**config.mk**
```make
export PLATFORM = sky130hd
export DESIGN_NAME = pc_gen
export DESIGN_NICKNAME = d
export VERILOG_FILES = /design/src/rtl/pc_gen.sv
export SDC_FILE = /design/constraint.sdc
export NUM_CORES = 2
export LEC_CHECK = 0
export BUFFER_PORTS_ARGS = -buffer_cell sky130_fd_sc_hd__buf_2
export CORE_ASPECT_RATIO = 1.4
export CORE_MARGIN = 2
export CORE_UTILIZATION = 40
export DETAILED_ROUTE_END_ITERATION = 12
export PLACE_DENSITY_LB_ADDON = 0.12
export SYNTH_ARGS = -nofsm -noshare
export SYNTH_HDL_FRONTEND = slang
export SYNTH_SLANG_ARGS = --single-unit
```
**constraint.sdc**
```tcl
create_clock -name clk -period 72.4 [get_ports clk]
set_input_delay 3.62 -clock clk [delete_from_list [all_inputs] [get_ports clk]]
set_output_delay 3.62 -clock clk [all_outputs]
set_load 0.01 [all_outputs]
```
**src/rtl/pc_gen.sv**
```systemverilog
// Fetch PC register with a direct-mapped BTB and 2-bit counters.
// Resolves execute-stage branches and drives the redirect on mispredict.
//
// Ports:
//   clk, rst            clock, async active-high reset
//   Stall               hold Pc (overridden by Mispredict)
//   Pc                  registered fetch address
//   Pred_taken          BTB predicts a taken transfer at Pc
//   Pred_target         predicted next fetch address
//   Res_*               resolved control-transfer from execute
//   Mispredict          resolve disagrees with the carried prediction
//   Redirect_pc         correct next PC of the resolving instruction
module pc_gen #(
    parameter int              XLEN        = 32,
    parameter logic [XLEN-1:0] RESET_PC    = '0,
    parameter int              BTB_ENTRIES = 16,
    parameter int              IMM_SHIFT   = 1,
    parameter int              INST_BYTES  = 4
) (
    input  logic            clk,
    input  logic            rst,
    input  logic            Stall,
    output logic [XLEN-1:0] Pc,
    output logic            Pred_taken,
    output logic [XLEN-1:0] Pred_target,
    input  logic            Res_valid,
    input  logic [XLEN-1:0] Res_pc,
    input  logic            Res_taken,
    input  logic            Res_jalr,
    input  logic [XLEN-1:0] Res_imm,
    input  logic [XLEN-1:0] Res_rs1,
    input  logic            Res_pred_taken,
    input  logic [XLEN-1:0] Res_pred_target,
    output logic            Mispredict,
    output logic [XLEN-1:0] Redirect_pc
);

    localparam int              IDX_W = $clog2(BTB_ENTRIES);
    localparam int              TAG_W = XLEN - IDX_W - 2;
    localparam logic [XLEN-1:0] STEP  = XLEN'(INST_BYTES);

    logic [XLEN-1:0]  pc_q, pc_d;
    logic             valid_q [BTB_ENTRIES];
    logic             valid_d [BTB_ENTRIES];
    logic [TAG_W-1:0] tag_q   [BTB_ENTRIES];
    logic [TAG_W-1:0] tag_d   [BTB_ENTRIES];
    logic [XLEN-1:0]  tgt_q   [BTB_ENTRIES];
    logic [XLEN-1:0]  tgt_d   [BTB_ENTRIES];
    logic [1:0]       cnt_q   [BTB_ENTRIES];
    logic [1:0]       cnt_d   [BTB_ENTRIES];

    logic [IDX_W-1:0] lk_idx, up_idx;
    logic [TAG_W-1:0] lk_tag, up_tag;
    logic             lk_hit, up_hit;
    logic [XLEN-1:0]  base, sum, tgt;
    logic             unused_low_bits;

    // Low two bits never select an entry; instructions are word aligned.
    assign unused_low_bits = ^{pc_q[1:0], Res_pc[1:0]};

    assign lk_idx = pc_q[IDX_W+1:2];
    assign lk_tag = pc_q[XLEN-1:IDX_W+2];
    assign lk_hit = valid_q[lk_idx] && (tag_q[lk_idx] == lk_tag);

    assign up_idx = Res_pc[IDX_W+1:2];
    assign up_tag = Res_pc[XLEN-1:IDX_W+2];
    assign up_hit = valid_q[up_idx] && (tag_q[up_idx] == up_tag);

    assign Pc          = pc_q;
    assign Pred_taken  = lk_hit && cnt_q[lk_idx][1];
    assign Pred_target = Pred_taken ? tgt_q[lk_idx] : pc_q + STEP;

    // Target arithmetic wraps modulo 2^XLEN; jalr clears bit 0.
    always_comb begin
        base = Res_jalr ? Res_rs1 : Res_pc;
        sum  = base + (Res_imm << IMM_SHIFT);
        tgt  = sum;
        if (Res_jalr) begin
            tgt[0] = 1'b0;
        end
    end

    assign Redirect_pc = Res_taken ? tgt : Res_pc + STEP;
    assign Mispredict  = Res_valid &&
                         ((Res_taken != Res_pred_taken) ||
                          (Res_taken && (tgt != Res_pred_target)));

    always_comb begin
        pc_d = Pred_target;
        if (Mispredict) begin
            pc_d = Redirect_pc;
        end else if (Stall) begin
            pc_d = pc_q;
        end
    end

    // Update is independent of Stall; a taken miss evicts the occupant.
    always_comb begin
        valid_d = valid_q;
        tag_d   = tag_q;
        tgt_d   = tgt_q;
        cnt_d   = cnt_q;
        if (Res_valid) begin
            if (up_hit) begin
                if (Res_taken) begin
                    if (cnt_q[up_idx] != 2'd3) begin
                        cnt_d[up_idx] = cnt_q[up_idx] + 2'd1;
                    end
                    tgt_d[up_idx] = tgt;
                end else if (cnt_q[up_idx] != 2'd0) begin
                    cnt_d[up_idx] = cnt_q[up_idx] - 2'd1;
                end
            end else if (Res_taken) begin
                valid_d[up_idx] = 1'b1;
                tag_d[up_idx]   = up_tag;
                tgt_d[up_idx]   = tgt;
                cnt_d[up_idx]   = 2'd2;
            end
        end
    end

    always_ff @(posedge clk or posedge rst) begin
        if (rst) begin
            pc_q <= RESET_PC;
            for (int i = 0; i < BTB_ENTRIES; i++) begin
                valid_q[i] <= 1'b0;
                tag_q[i]   <= '0;
                tgt_q[i]   <= '0;
                cnt_q[i]   <= 2'd0;
            end
        end else begin
            pc_q    <= pc_d;
            valid_q <= valid_d;
            tag_q   <= tag_d;
            tgt_q   <= tgt_d;
            cnt_q   <= cnt_d;
        end
    end

endmodule

```
=== Word-level counts from Yosys, hierarchy flattened ===
Index checks and enable logic that the tools add are counted.
Widths: inputs -> output; s select.

* Register bits after elaboration: 1,008
* Input port bits: 135
* Output and inout bits: 98
* Logic and storage cells: 144

* Add/subtract/negate cells: 5
* Order comparisons: 3
* Equality and inequality tests: 7
* Muxes and demuxes: 44
* Bitwise logic cells: 7
* Reduce and logical (&&, ||, !) cells: 13

{| class="wikitable"
|+ Operator list
! operator !! number
|-
| $bwmux 512 || 1
|-
| $bwmux 416 || 1
|-
| $mux 32 || 13
|-
| $bmux 26 s4 || 2
|-
| $mux 26 || 5
|-
| $bmux 32 s4 || 1
|-
| $demux 32 s4 || 1
|-
| $demux 26 s4 || 1
|-
| $add 32x3->32 const B || 2
|-
| $bwmux 32 || 2
|-
| $eq 26x26->1 || 2
|-
| $add 32x32->32 || 1
|-
| $ne 32x32->1 || 1
|-
| $or 16x16->16 || 2
|-
| $and 16x16->16 || 1
|-
| $bmux 2 s4 || 2
|-
| $not 16->16 || 1
|-
| $ge 5x5->1 const B || 2
|-
| $mux 2 || 5
|-
| $not 4->5 || 2
|-
| $bmux 1 s4 || 2
|-
| $demux 2 s4 || 1
|-
| $logic_and 1x1->1 || 6
|-
| $mux 1 || 6
|-
| 14 further kinds || 16
|}

=== Logic depth before layout (Yosys ltp) ===
* Depth after elaboration: 10
* Mapped depth: 20
* Mapped depth without buffers: 13

=== Least setup slack after synthesis ===
Ideal clock, no wire load.

* Kind: in2out
* From: input Res_pc[3]
* To: output Mispredict
* Arrival time: 8.316 ns
* Required time: 68.780 ns
* Path slack: 60.464 ns
* Stages: 18
* Path buffers: 5
* Cell sequence: buf_2 -> buf_1 -> clkbuf_1 -> buf_1 -> inv_1 -> o21ai_0 -> ha_1 -> a211oi_1 -> nor2_1 -> xor3_1 -> or2_2 -> or4_1 -> nor4_1 -> nand4_1 -> or4_1 -> o211ai_1 -> buf_2 -> inv_1

* Cells in the longest elaborated chain, start to end: 6

{| class="wikitable"
|+ RTL lines
! what !! line !! text
|-
| start, declared || 27 || <nowiki>input logic [XLEN-1:0] Res_pc,</nowiki>
|-
| $mux 32 || 75 || <nowiki>base = Res_jalr ? Res_rs1 : Res_pc;</nowiki>
|-
| $add 32x32->32 || 76 || <nowiki>sum = base + (Res_imm << IMM_SHIFT);</nowiki>
|-
| $ne 32x32->1 || 86 || <nowiki>(Res_taken && (tgt != Res_pred_target)));</nowiki>
|-
| $logic_and 1x1->1 || 86 ||
|-
| $logic_or 1x1->1 || 85 || <nowiki>((Res_taken != Res_pred_taken) ||</nowiki>
|-
| $logic_and 1x1->1 || 84 || <nowiki>assign Mispredict = Res_valid &&</nowiki>
|-
| end, declared || 34 || <nowiki>output logic Mispredict,</nowiki>
|}

No other way between the ends.

=== Worst setup path after layout ===
* From: input Res_pc[1]
* To: output Mispredict

* Cells in the longest elaborated chain, start to end: 6

{| class="wikitable"
|+ RTL lines
! what !! line !! text
|-
| $mux 32 || 75 ||
|-
| $add 32x32->32 || 76 ||
|-
| net sum[2] || 55 || <nowiki>logic [XLEN-1:0] base, sum, tgt;</nowiki>
|-
| $ne 32x32->1 || 86 ||
|-
| $logic_and 1x1->1 || 86 ||
|-
| $logic_or 1x1->1 || 85 ||
|-
| $logic_and 1x1->1 || 84 ||
|}

The timed path passes the listed nets, and every way through them passes these cells.

==> flow_summary.ini <==
[timing]
fmax_mhz = 75.48
drv_slew = 0
finalSetupViolations = 0
min_period_over_period = 0.1830
maxSlewHeadroom = 0.2172
period_minus_slack_ps = 13250
fin_skew_ps = 31.01
final.setup.tns_ps = 0
worst_pin_slew_ps = 1172
rsz0062_at_grt = false
hold_violations = 0

[synth]
synth-async-reset-ratio = 1.000
ys_ff_latch = 1008
yosysUniqueCellTypes = 76
synth_edf_count = 0
ys_seq_area_frac = 0.4666
synth_flop_cell = dfrtp_1
postSynthAreaPerCell_um2 = 11.96
synth_area_um2 = 54050
syn_inst = 4518
yosysWarnings = 0
synth_fp_nets = 4691

[clocking]
insertion_delay_ps = 720
htreeDepth = 3
cts.path.max_buffers = 3
clkTransAtPathRegs_ps = 60
postCtsSetupBuffers = 0
cts_tree = yes
cts_buffers = 106
cts_resized = 0
cts-root-buf = clkbuf_16
hold_buffers = 0
cts.sinks = 1008

[grt]
grt_pass1_vias = 38565
antenna_found_initial = 15
grt_first_pass_wirelength_mm = 282.4
track_usage = 0.2850
grt_max_degree = 168
grt.overflow.total = 0

[pwr]
total_power_mw = 2.018
p_int_mw = 1.336
p_seq_frac = 0.397
switchingPower_uw = 681.9
power_density_nw_per_um2 = 33.39
switching_share = 0.3379
irDropWorstVdd_v = 0.00002118
comb_power_share = 0.317
pwr-share-clk = 0.286
total_leakage_power_nw = 26.75

[finish]
fin_area_um2 = 60440
drive_gt1_frac = 0.3140
fin_cells = 6406
fillers = 12630
finalNetCount = 4714
areaGrowthSynthToFinish_pct = 11.82

[place]
place_congestion = 0.8641
hpwl_mm = 125.5
placed_cells = 6204
portBuffers = 230
placed_area_um2 = 56750

[floorplanning]
die_h_um = 439.0
rows = 159
dieArea_um2 = 138100
die_x_um = 314.7
io_pins = 233
initial_core_util = 0.4031
coreArea_um2 = 134100

[routing]
wl_met3_mm = 13.61
wirelength_mm = 196.1
vias = 38362
highest-signal-layer = met5
wl_met1_mm = 81.35
drc = 0
drt_first_pass_iters = 6
drtAntennaViolNets = 0
wl_met2_mm = 93.51
wl_per_cell_um = 30.61
post_drt_via_cell_ratio = 5.988
drtIter0Drc = 3735

[setup_path]
start_kind = input pin
required_ps = 68780
endpoint_kind = primary output
path_cells = buf_2 > mux2_2 > ha_1 > fa_1 > xnor2_1 > nand4_1 > a211oi_1 > o2111ai_1 > or4_1 > nor4_1 > nand4_1 > or4_1 > o211ai_1 > inv_1 > buf_2
r2r_end = Pc[10]$_DFFE_PP0P_
path_buf_inv = 3
arrival_ps = 9630
worstSetupPathType = in -> out
crit_family = simple AND/OR/NAND/NOR gates
path_max_fanout = 18
r2r_cells = 10
slowest_stage = fa_1
r2r-start = Pc[2]$_DFFE_PP0P_
r2r_slack_ps = 65820
slowest_delay_ps = 1210

[worst_hold_path]
min_from = tgt_q[141]$_DFFE_PP0P_
holdPathStages = 2
hp-class = reg -> reg
holdPathEnd = tgt_q[141]$_DFFE_PP0P_

[job]
max_cap_violations = 0

[outcome]
status = finished clean
==> kinds of logic (layout without fill, tap and decap cells) <==
logic type	count (synthesis)	in the layout	share of synthesized area
other cells	0	5	0
buf+inv	461	573	0.03539
flops	1008	1008	0.4666
fa+ha+maj	38	38	0.008935
simple gates	981	981	0.08085
compound gates	873	873	0.09201
mux	1002	1002	0.2889
xor+xnor	155	155	0.02727
==> worst reg2reg max path: stages, from the launching register on <==
cell and delay, ps:
dfrtp_4 790, buf_12 570, buf_4 780, mux4_2 650, mux4_2 550, xnor2_1 320, nand4b_1 490, or4_4 1060
mux2_1 680, mux2_2 330, mux2_2 260
==> power groups by stage <==
| stage | Combinational (mW) | Sequential, mW | Clock (mW) |
|---|---|---|---|
| after global routing | 0.684 | 0.817 | 0.611 |
| final | 0.640 | 0.802 | 0.577 |
| after floorplan | 0.453 | 0.763 | 0 |
| after CTS | 0.644 | 0.799 | 0.587 |
| after global placement | 0.635 | 0.802 | 0 |
| after detailed placement | 0.642 | 0.809 | 0 |
==> worst max path at each step <==
stage	end	startpoint	cells past startpoint	slack, ps
floorplan	Pc[0]$_DFFE_PP0P_	rst	1	40420
global placement	Mispredict	Res_pc[2]	15	59320
global route	Mispredict	Res_pc[2]	15	59200
CTS	Mispredict	Res_pc[2]	15	59340
detailed placement	Mispredict	Res_pc[2]	15	59350
finish	Mispredict	Res_pc[1]	15	59150
==> routing by layer <==
layer / GRT usage / up-vias
li1: - / 16579
met1: 0.3839 / 20108
met2: 0.4622 / 1362
met3: 0.04772 / 307
met4: 0.1067 / 6
met5: 0 / -
==> placed cells by master (no fill, tap or decap), drive strengths merged, types with 38 or more instances in the layout <==
master / count
nor2: 90
mux2: 495
nand2: 619
inv: 38
o21ai: 568
dfrtp: 1008
nand3: 66
buf: 336
clkbuf: 172
a21oi: 110
xnor2: 100
mux2i: 110
mux4: 397
xor2: 47
==> final cells by class <==
| type | instances | area (um^2) | area share |
|---|---|---|---|
| sequential | 1008 | 25240 | 0.4176 |
| tap | 1771 | 2216 | 0.03666 |
| clock buffer | 171 | 3363 | 0.05564 |
| timing repair buffer | 337 | 2024 | 0.03349 |
| antenna | 5 | 12.51 | 0.0002070 |
| multi-input combinational | 3049 | 27120 | 0.4487 |
| clock inverter | 26 | 314.1 | 0.005196 |
| inverter | 39 | 153.9 | 0.002546 |
==> cells in the mapped netlist (13+ instances only) <==
library cell,instances,area share
dfrtp_1,1008,0.47
nand2_1,619,0.043
o21ai_0,562,0.052
mux2_2,489,0.10
mux4_2,397,0.17
clkbuf_1,264,0.018
a21oi_1,110,0.010
mux2i_1,110,0.020
xnor2_1,100,0.016
buf_2,92,0.0085
nor2_1,90,0.0062
nand3_1,66,0.0061
buf_1,50,0.0035
xor2_1,47,0.0076
ha_1,37,0.0086
inv_1,36,0.0025
nand4_1,35,0.0041
a21o_1,26,0.0036
a2bb2oi_1,24,0.0039
nand2b_1,22,0.0025
or2_2,20,0.0023
nor3_1,19,0.0018
o211ai_1,19,0.0026
and3_1,18,0.0021
a22oi_1,15,0.0021
nor3b_1,15,0.0021
buf_4,14,0.0019
and2_1,13,0.0015
==> stage by stage <==
step / hold slack (ps) / utilization / worst slack, ps
3_3_place_gp: 456.6 / 0.4233 / 59320
2_1_floorplan: 444.6 / - / 40420
4_1_cts: 477.8 / 0.4507 / 59340
3_5_place_dp: 465.4 / 0.4233 / 59350
5_1_grt: 494.5 / 0.4507 / 59200
6_report: 473.0 / 0.4508 / 59150
==> sequential cells by signal, summed over array words and instances (netlist names) <==
register  cells
valid_q      16
tgt_q       512
Pc           32
cnt_q        32
tag_q       416
(Power assumes the default switching activity.)
